File: config.mk
export PLATFORM = sky130hd
export DESIGN_NAME = fetch_ctrl_flat
export DESIGN_NICKNAME = d
export VERILOG_FILES = /design/src/rtl/fetch_pkg.sv /design/src/rtl/fetch_ctrl_if.sv /design/src/rtl/jump_lut.sv /design/src/rtl/fetch_ctrl.sv /design/src/flat_wrapper.sv
export SDC_FILE = /design/constraint.sdc
export NUM_CORES = 1
export LEC_CHECK = 0
export CAP_MARGIN = 20
export CORE_ASPECT_RATIO = 0.7
export CORE_MARGIN = 2
export CORE_UTILIZATION = 45
export DETAILED_ROUTE_END_ITERATION = 8
export GPL_TIMING_DRIVEN = 0
export SLEW_MARGIN = 20
export SYNTH_ARGS = -nofsm -noshare
export SYNTH_HDL_FRONTEND = slang
export SYNTH_SLANG_ARGS = --single-unit
File: constraint.sdc
create_clock -name clk -period 4.6 [get_ports clk]
set_input_delay 0.46 -clock clk [delete_from_list [all_inputs] [get_ports clk]]
set_output_delay 0.46 -clock clk [all_outputs]
set_load 0.03 [all_outputs]
File: src/rtl/fetch_pkg.sv
// rtl/fetch_pkg.sv - shared types, default widths and jump-LUT reset contents for fetch_ctrl
package fetch_pkg;

  typedef enum logic [1:0] {
    IDLE = 2'd0,
    RUN  = 2'd1,
    DONE = 2'd2
  } state_t;

  localparam int DEFAULT_D      = 12;
  localparam int DEFAULT_LUT_W  = 5;
  localparam int DEFAULT_CNT_W  = 16;
  localparam int JUMP_LUT_DEPTH = 1 << DEFAULT_LUT_W;

  typedef logic [DEFAULT_D-1:0] lut_entry_t;
  typedef lut_entry_t [JUMP_LUT_DEPTH-1:0] lut_init_t;

  // Lower half jumps forward by idx+1, upper half backward by -1..-16.
  function automatic lut_init_t build_jump_lut_init();
    lut_init_t t;
    for (int i = 0; i < JUMP_LUT_DEPTH; i++) begin
      if (i < JUMP_LUT_DEPTH / 2) t[i] = lut_entry_t'(i + 1);
      else t[i] = lut_entry_t'(JUMP_LUT_DEPTH / 2 - 1 - i);
    end
    return t;
  endfunction

  localparam lut_init_t JUMP_LUT_INIT = build_jump_lut_init();

endpackage

File: src/rtl/fetch_ctrl_if.sv
// rtl/fetch_ctrl_if.sv - decoder/flag inputs, LUT write port and PC-facing outputs of fetch_ctrl
interface fetch_ctrl_if
  import fetch_pkg::*;
#(
  parameter int D     = DEFAULT_D,
  parameter int LUT_W = DEFAULT_LUT_W,
  parameter int CNT_W = DEFAULT_CNT_W
);
  logic             start;
  logic             stall;
  logic             halt_instr;
  logic             branch_en;
  logic             cond_flag;
  logic [LUT_W-1:0] lut_idx;
  logic             lut_we;
  logic [LUT_W-1:0] lut_waddr;
  logic [D-1:0]     lut_wdata;
  logic             pc_reset;
  logic             reljump_en;
  logic [D-1:0]     target;
  logic             done;
  logic [CNT_W-1:0] cycle_count;

  modport master (
    output start, stall, halt_instr, branch_en, cond_flag, lut_idx,
           lut_we, lut_waddr, lut_wdata,
    input  pc_reset, reljump_en, target, done, cycle_count
  );

  modport slave (
    input  start, stall, halt_instr, branch_en, cond_flag, lut_idx,
           lut_we, lut_waddr, lut_wdata,
    output pc_reset, reljump_en, target, done, cycle_count
  );
endinterface

File: src/rtl/jump_lut.sv
// rtl/jump_lut.sv - jump-offset register file, sync write, combinational read, reset to JUMP_LUT_INIT
module jump_lut
  import fetch_pkg::*;
#(
  parameter int D     = DEFAULT_D,
  parameter int LUT_W = DEFAULT_LUT_W
) (
  input  logic             clk,
  input  logic             reset,
  input  logic             we,
  input  logic [LUT_W-1:0] waddr,
  input  logic [D-1:0]     wdata,
  input  logic [LUT_W-1:0] raddr,
  output logic [D-1:0]     rdata
);
  localparam int N = 1 << LUT_W;

  logic [D-1:0] mem_q [N];
  logic [D-1:0] mem_d [N];

  function automatic logic [D-1:0] init_val(int idx);
    return D'(JUMP_LUT_INIT[idx % JUMP_LUT_DEPTH]);
  endfunction

  always_comb begin
    for (int i = 0; i < N; i++) mem_d[i] = mem_q[i];
    if (we) mem_d[waddr] = wdata;
  end

  always_ff @(posedge clk) begin
    for (int i = 0; i < N; i++) begin
      if (reset) mem_q[i] <= init_val(i);
      else mem_q[i] <= mem_d[i];
    end
  end

  assign rdata = mem_q[raddr];

endmodule

File: src/rtl/fetch_ctrl.sv
// rtl/fetch_ctrl.sv - run/halt sequencer driving the PC's reset, reljump_en and target
module fetch_ctrl
  import fetch_pkg::*;
#(
  parameter int D     = DEFAULT_D,
  parameter int LUT_W = DEFAULT_LUT_W,
  parameter int CNT_W = DEFAULT_CNT_W
) (
  input logic         clk,
  input logic         reset,
  fetch_ctrl_if.slave bus
);
  state_t           state_q, state_d;
  logic [CNT_W-1:0] cnt_q, cnt_d;
  logic             lut_we_gated;
  logic [D-1:0]     lut_rdata;
  logic             pc_reset, reljump_en, done;
  logic [D-1:0]     target;

  jump_lut #(.D(D), .LUT_W(LUT_W)) u_lut (
    .clk   (clk),
    .reset (reset),
    .we    (lut_we_gated),
    .waddr (bus.lut_waddr),
    .wdata (bus.lut_wdata),
    .raddr (bus.lut_idx),
    .rdata (lut_rdata)
  );

  always_ff @(posedge clk) begin
    if (reset) begin
      state_q <= IDLE;
      cnt_q   <= '0;
    end else begin
      state_q <= state_d;
      cnt_q   <= cnt_d;
    end
  end

  always_comb begin
    state_d      = state_q;
    cnt_d        = cnt_q;
    pc_reset     = 1'b0;
    reljump_en   = 1'b0;
    target       = '0;
    done         = 1'b0;
    lut_we_gated = 1'b0;
    case (state_q)
      IDLE: begin
        pc_reset     = 1'b1;
        lut_we_gated = bus.lut_we;
        if (bus.start) begin
          state_d = RUN;
          cnt_d   = '0;
        end
      end
      RUN: begin
        if (cnt_q != '1) cnt_d = cnt_q + CNT_W'(1);
        // Stall outranks HALT so a stalled HALT retires on its first free cycle.
        if (bus.stall) begin
          reljump_en = 1'b1;
        end else if (bus.halt_instr) begin
          reljump_en = 1'b1;
          state_d    = DONE;
        end else if (bus.branch_en && bus.cond_flag) begin
          reljump_en = 1'b1;
          target     = lut_rdata;
        end
      end
      DONE: begin
        done         = 1'b1;
        reljump_en   = 1'b1;
        lut_we_gated = bus.lut_we;
        if (bus.start) begin
          pc_reset = 1'b1;
          state_d  = RUN;
          cnt_d    = '0;
        end
      end
      default: state_d = IDLE;
    endcase
  end

  assign bus.pc_reset    = pc_reset;
  assign bus.reljump_en  = reljump_en;
  assign bus.target      = target;
  assign bus.done        = done;
  assign bus.cycle_count = cnt_q;

endmodule

File: src/flat_wrapper.sv
// flat-port wrapper written by rule: the top's interface ports become plain ports
module fetch_ctrl_flat import fetch_pkg::*;
#(
  parameter int D     = DEFAULT_D,
  parameter int LUT_W = DEFAULT_LUT_W,
  parameter int CNT_W = DEFAULT_CNT_W
)
  (clk, reset, bus_start, bus_stall, bus_halt_instr, bus_branch_en, bus_cond_flag, bus_lut_idx, bus_lut_we, bus_lut_waddr, bus_lut_wdata, bus_pc_reset, bus_reljump_en, bus_target, bus_done, bus_cycle_count);
  fetch_ctrl_if #(.D(D), .LUT_W(LUT_W), .CNT_W(CNT_W)) bus_i ();
  input logic clk;
  input logic reset;
  input wire logic [$bits(bus_i.start)-1:0] bus_start;
  input wire logic [$bits(bus_i.stall)-1:0] bus_stall;
  input wire logic [$bits(bus_i.halt_instr)-1:0] bus_halt_instr;
  input wire logic [$bits(bus_i.branch_en)-1:0] bus_branch_en;
  input wire logic [$bits(bus_i.cond_flag)-1:0] bus_cond_flag;
  input wire logic [$bits(bus_i.lut_idx)-1:0] bus_lut_idx;
  input wire logic [$bits(bus_i.lut_we)-1:0] bus_lut_we;
  input wire logic [$bits(bus_i.lut_waddr)-1:0] bus_lut_waddr;
  input wire logic [$bits(bus_i.lut_wdata)-1:0] bus_lut_wdata;
  output wire logic [$bits(bus_i.pc_reset)-1:0] bus_pc_reset;
  output wire logic [$bits(bus_i.reljump_en)-1:0] bus_reljump_en;
  output wire logic [$bits(bus_i.target)-1:0] bus_target;
  output wire logic [$bits(bus_i.done)-1:0] bus_done;
  output wire logic [$bits(bus_i.cycle_count)-1:0] bus_cycle_count;
  assign bus_i.start = bus_start;
  assign bus_i.stall = bus_stall;
  assign bus_i.halt_instr = bus_halt_instr;
  assign bus_i.branch_en = bus_branch_en;
  assign bus_i.cond_flag = bus_cond_flag;
  assign bus_i.lut_idx = bus_lut_idx;
  assign bus_i.lut_we = bus_lut_we;
  assign bus_i.lut_waddr = bus_lut_waddr;
  assign bus_i.lut_wdata = bus_lut_wdata;
  assign bus_pc_reset = bus_i.pc_reset;
  assign bus_reljump_en = bus_i.reljump_en;
  assign bus_target = bus_i.target;
  assign bus_done = bus_i.done;
  assign bus_cycle_count = bus_i.cycle_count;
  fetch_ctrl #(.D(D), .LUT_W(LUT_W), .CNT_W(CNT_W)) u_core (.clk(clk), .reset(reset), .bus(bus_i));
endmodule
# Yosys cells after proc, flatten, opt, wreduce, memory -nomap -nowiden
# Memory sizes are Yosys's and may differ from the RTL's.
# Cells that the tools add are included.
[word_totals]
in_bits = 30
wordCells = 111
latch_bits = 0
memories = 1
ram_bits = 384
rom_bits = 0
output_inout_bits = 31
ff_bits = 18
[op_classes]
addsub = 1
reduce_logical = 7
shift = 0
eq_ne = 7
mux = 58
div = 0
multipliers = 0
magnitude_cmp = 2
bitwise_logic = 33
[mem_list]
columns = ["name", "words", "width", "rd", "rd_ports_with_merged_regs", "write_ports", "line", "text"]
rows = [
  ["u_core.u_lut.mem_q", 32, 12, 33, 0, 32, "jump_lut.sv:18", "logic [D-1:0] mem_q [N];"],
]
[op_table]
columns = ["cell", "n"]
rows = [
  ["$mux 12", 37],
  ["$bwmux 384", 1],
  ["$mux 384", 1],
  ["$demux 12 s5", 1],
  ["$mux 16", 2],
  ["$or 1x1->1", 32],
  ["$pmux 16 s2", 1],
  ["$add 16x1->16 const B", 1],
  ["$ne 16x16->1 const B", 1],
  ["$mux 1", 9],
  ["$ge 6x6->1 const B", 1],
  ["$lt 6x1->1 const B", 1],
  ["$mux 2", 3],
  ["$not 5->6", 1],
  ["$reduce_and 3->1", 2],
  ["$ne 2x1->1 const B", 2],
  ["$ne 2x2->1 const B", 2],
  ["$pmux 1 s2", 2],
  ["$pmux 2 s2", 1],
  ["$eq 2x1->1 const B", 1],
  ["$eq 2x2->1 const B", 1],
  ["$logic_and 1x1->1", 2],
  ["$logic_not 2->1", 1],
  ["$reduce_bool 2->1", 1],
  ["$reduce_or 2->1", 1],
]

# Longest topological paths before layout
[depth]
ltp_word = 8
ltp_mapped = 10
depth_no_buf = 7

# Cells and area by module
# From an unflattened synthesis, not the netlist that was laid out.
[hier_totals]
cells_unflattened = 2186
hier_area_um2 = 18636.6
[by_module_without_submodules]
columns = ["mod", "instances", "seq_area_each_um2", "cells_per_inst", "area_each_um2"]
rows = [
  ["jump_lut", 1, 7687.4, 2028, 17448.0],
  ["fetch_ctrl", 1, 360.3, 158, 1188.6],
]

# Worst setup path before layout
# No wires, ideal clock.
[synth_timing]
path_type = "input to output"
startpoint = "input port bus_lut_idx[1]"
endpoint = "output port bus_target[10]"
setup_slack_ns = 2.041
arrival_ns = 2.099
path_stages = 7
n_path_buf = 3
t_required_ns = 4.140
path_cell_list = "buf_4 -> buf_4 -> buf_2 -> mux4_2 -> mux2i_1 -> a211o_1 -> a31oi_1"
[synth_between]
elab_chain_len = 5
[synth_rtl]
columns = ["item", "line", "text"]
rows = [
  ["start: declaration", "flat_wrapper.sv:17", "input wire logic [$bits(bus_i.lut_idx)-1:0] bus_lut_idx;"],
  ["$mem_v2 32x12", "n/a", ""],
  ["$mux 12", "fetch_ctrl.sv:65", "end else if (bus.branch_en && bus.cond_flag) begin"],
  ["$mux 12", "fetch_ctrl.sv:62", "end else if (bus.halt_instr) begin"],
  ["$mux 12", "fetch_ctrl.sv:60", "if (bus.stall) begin"],
  ["$mux 12", "fetch_ctrl.sv:48", "case (state_q)"],
  ["end: declaration", "flat_wrapper.sv:23", "output wire logic [$bits(bus_i.target)-1:0] bus_target;"],
]
# Every way passes these cells.

# Worst setup path after layout
[layout_timing]
startpoint = "input port bus_lut_idx[2]"
endpoint = "output port bus_target[4]"
# The elaborated chain is that of the path after synthesis.

==> metrics <==
Synth Cell Area=18190 um2; Buf/Inv on CP=4; worst slew pin tran=1.178 ns; clock sink count=402; Period minus WS final=4.675 ns; DR iter-0 viols=1706; first-pass GRT wire length=97.03 mm; Final ANT Viol Nets=0; Setup Viol. Count Final=1; final worst setup slack=-0.07468 ns; GPL Wtd Cong=0.9902; core area=39760 um2; Total Routing Usage GR=31.70%; Die W=244.3 um; CTS tree=done; Post-synth EDFFs=0; most numerous cell in the Yosys netlist=dfxtp_1; Max stage delay on crit path=0.87 ns; Max Clock Skew=0.02183 ns; # IOs=61; DP Wirelength=47.20 mm; H-tree depth=2; DR vias=15496; CP required=4.14 ns; fmax=213.9 MHz; final hold vios=0; initial antenna violation count=1; Setup Buffers After CTS=0; ordered list of cells on the worst path=clkdlybuf4s50_1 -> buf_2 -> buf_1 -> mux4_2 -> a22oi_1 -> a31oi_1 -> clkdlybuf4s50_1; Port Buffers=56; GRT busiest layer=met1; Pwr Density=362.5 nW/um2; met3 Use GR=9.018%; RR Startpoint=u_core.state_q[0]; final worst-path cycle share=101.6%; Critical-path top delay cell=buf_1; cells after synthesis=1853; failing checks=setup timing; critical path type=input pin to output pin; vias in the first global route=14659; Worst Hold Class=input pin to flip-flop; Area Growth Syn to Fin=13.85%; CP most frequent cell=clkdlybuf4s50_1; MaxCap Viol Count=0; Max transition margin=21.44%; worst reg-to-reg path cell count=8; Critical Path AT=4.21 ns; number of placement rows=61; total CTS buffers=41; DR vias/cell=6.159; area of the die=42070 um2; worst vdd ir=0.0002324 V; starting density of the core=45.74%; CTS Root Cell=clkbuf_16; cell taking the most area after synthesis=dfxtp_1; Nets=1987; DRC viols=0; Reg2Reg Setup Slack=1.31 ns; share of cells above drive strength 1=12.67%; crit path capture=bus_target[4]; Seq/Total Area, Yosys=44.24%; diode count=0; status=complete, but fails checks; synth top area cells=dfxtp_1, mux4_2, a211o_1; Crit. Startpoint=bus_lut_idx[2]; Crit Path Max Fanout=10; post-cts resize count=0; Skew-Pair Late Insertion Delay=0.56 ns; CTS Buffer Depth=3; overall power=0.007507 W; ys flop type=dfxtp_1; M2 GR Usage=44.47%; Synth top area share=44.24%; Critical Path Stages=7; leak pwr=7.136 nW; grt ovf=0; chip height=172.2 um; Yosys reg bits=402; fraction of registers with async set/reset=0%; DRT Wirelength=67.01 mm; largest net degree at the start of global routing=14; cts-stage hold buffer count=0; commonest cells in the synthesized netlist=dfxtp_1, nand2_1, nor2_1; Final TNS setup=-0.07468 ns; drt first pass iters=6; yosys warns=0; Critical Path End Type=output pin; Avg Synthesized Cell Area=9.816 um2; M1 GR Usage=46.11%; cell family with most CP delay=buffers and inverters; clock transition at the registers of the reported paths=0.06 ns; reg2reg end=u_core.u_lut.mem_q[3][0]; Cell variety after synth=52; Net Count, Synth=1888; startpoint types=input pin; startpoint of the worst hold path=reset; Final Slew Violations=0; unrepaired setup endpoints after global routing=no; drt wl/cell=26.63 um
==> layer usage <==
metal  part of all wire (%)  up-vias
li1                       -     6777
met1                     44     7672
met2                     40      924
met3                     12      121
met4                    3.4        2
met5                  0.066        -
==> placed cells by master (no fill, tap or decap), types with 3 or more instances in the layout <==
cell and n:
mux2i_1 112, or2_2 3, a21oi_1 100, a31oi_1 15
buf_6 6, o21ai_0 92, nand4_1 3, buf_2 49
clkbuf_8 10, nand3_1 8, nor2b_1 127, nand3b_1 70
o22ai_1 13, or2_1 6, nor2_1 145, buf_4 21
clkbuf_16 41, ha_1 5, buf_1 6, inv_1 7
or4_1 5, or3_1 4, clkbuf_1 116, a22oi_1 24
nor2_4 4, dfxtp_1 402, xnor2_1 6, a211o_1 138
mux4_2 96, nand2b_1 4, nand2_1 243, clkinv_2 6
nor2_2 4, clkdlybuf4s50_1 56, a21o_1 3
==> through the flow <==
step                      worst slack (ns)  cell area [um2]  hold slack, ns  util (%)  instances
final                             -0.07468            20710          0.4427     52.08       2516
after detailed placement           0.01810            19420          0.4494     48.84       2444
after global placement          0.00002398            19420          0.4430     48.84       2444
after CTS                         0.006553            20710          0.4237     52.08       2516
after global routing              0.003886            20710          0.4727     52.08       2516
after floorplan                      2.041            18190          0.4300         -       1853
==> kinds of logic after synthesis <==
kind of cell	count (synthesis)	synth area share (%)
multiplexers	209	18.11
AND/OR/NAND/NOR	640	17.46
flip-flops	402	44.24
XOR/XNOR	7	0.3371
buffers and inverters	194	5.021
adder cells (fa/ha/maj)	5	0.3439
AO/OA/AOI/OAI	396	14.48
==> worst min-delay path by stage <==
stage | endpoint | slack, ns | cells after the start
2_1_floorplan | u_core.u_lut.mem_q[11][3] | 0.43 | 1
3_3_place_gp | u_core.u_lut.mem_q[11][2] | 0.44 | 1
3_5_place_dp | u_core.u_lut.mem_q[11][2] | 0.45 | 1
4_1_cts | u_core.bus.cycle_count[2] | 0.42 | 4
5_1_grt | u_core.u_lut.mem_q[22][1] | 0.47 | 2
6_report | u_core.bus.cycle_count[2] | 0.44 | 4
==> state kept, by name (all words and copies together), names as in the netlist <==
signal	count
u_core.u_lut.mem_q	384
u_core.bus.cycle_count	16
u_core.state_q	2
==> power breakdown <==
| part | total [W] | switching, W | internal (W) |
|---|---|---|---|
| Combinational | 0.000662 | 0.000467 | 0.000196 |
| Clock | 0.00331 | 0.00144 | 0.00186 |
| Sequential | 0.00354 | 0.0000211 | 0.00352 |
| Total | 0.00751 | 0.00193 | 0.00558 |
==> final cells by class <==
type	count	area (um2)
fillers	3611	19050
well taps	535	669.4
multi-input cells	1257	9229
clock buffers	62	1205
inverters	7	26.28
plain buffers	187	887.1
flip-flops and latches	402	8048
clock inverters	10	85.08
repair buffers	56	560.5
==> tightest hold or removal path, cell delays in order <==
cell	delay, ns
clkbuf_1	0.19
nor2b_1	0.15
o21ai_0	0.09
o41ai_1	0.06
(Power assumes the default switching activity.)
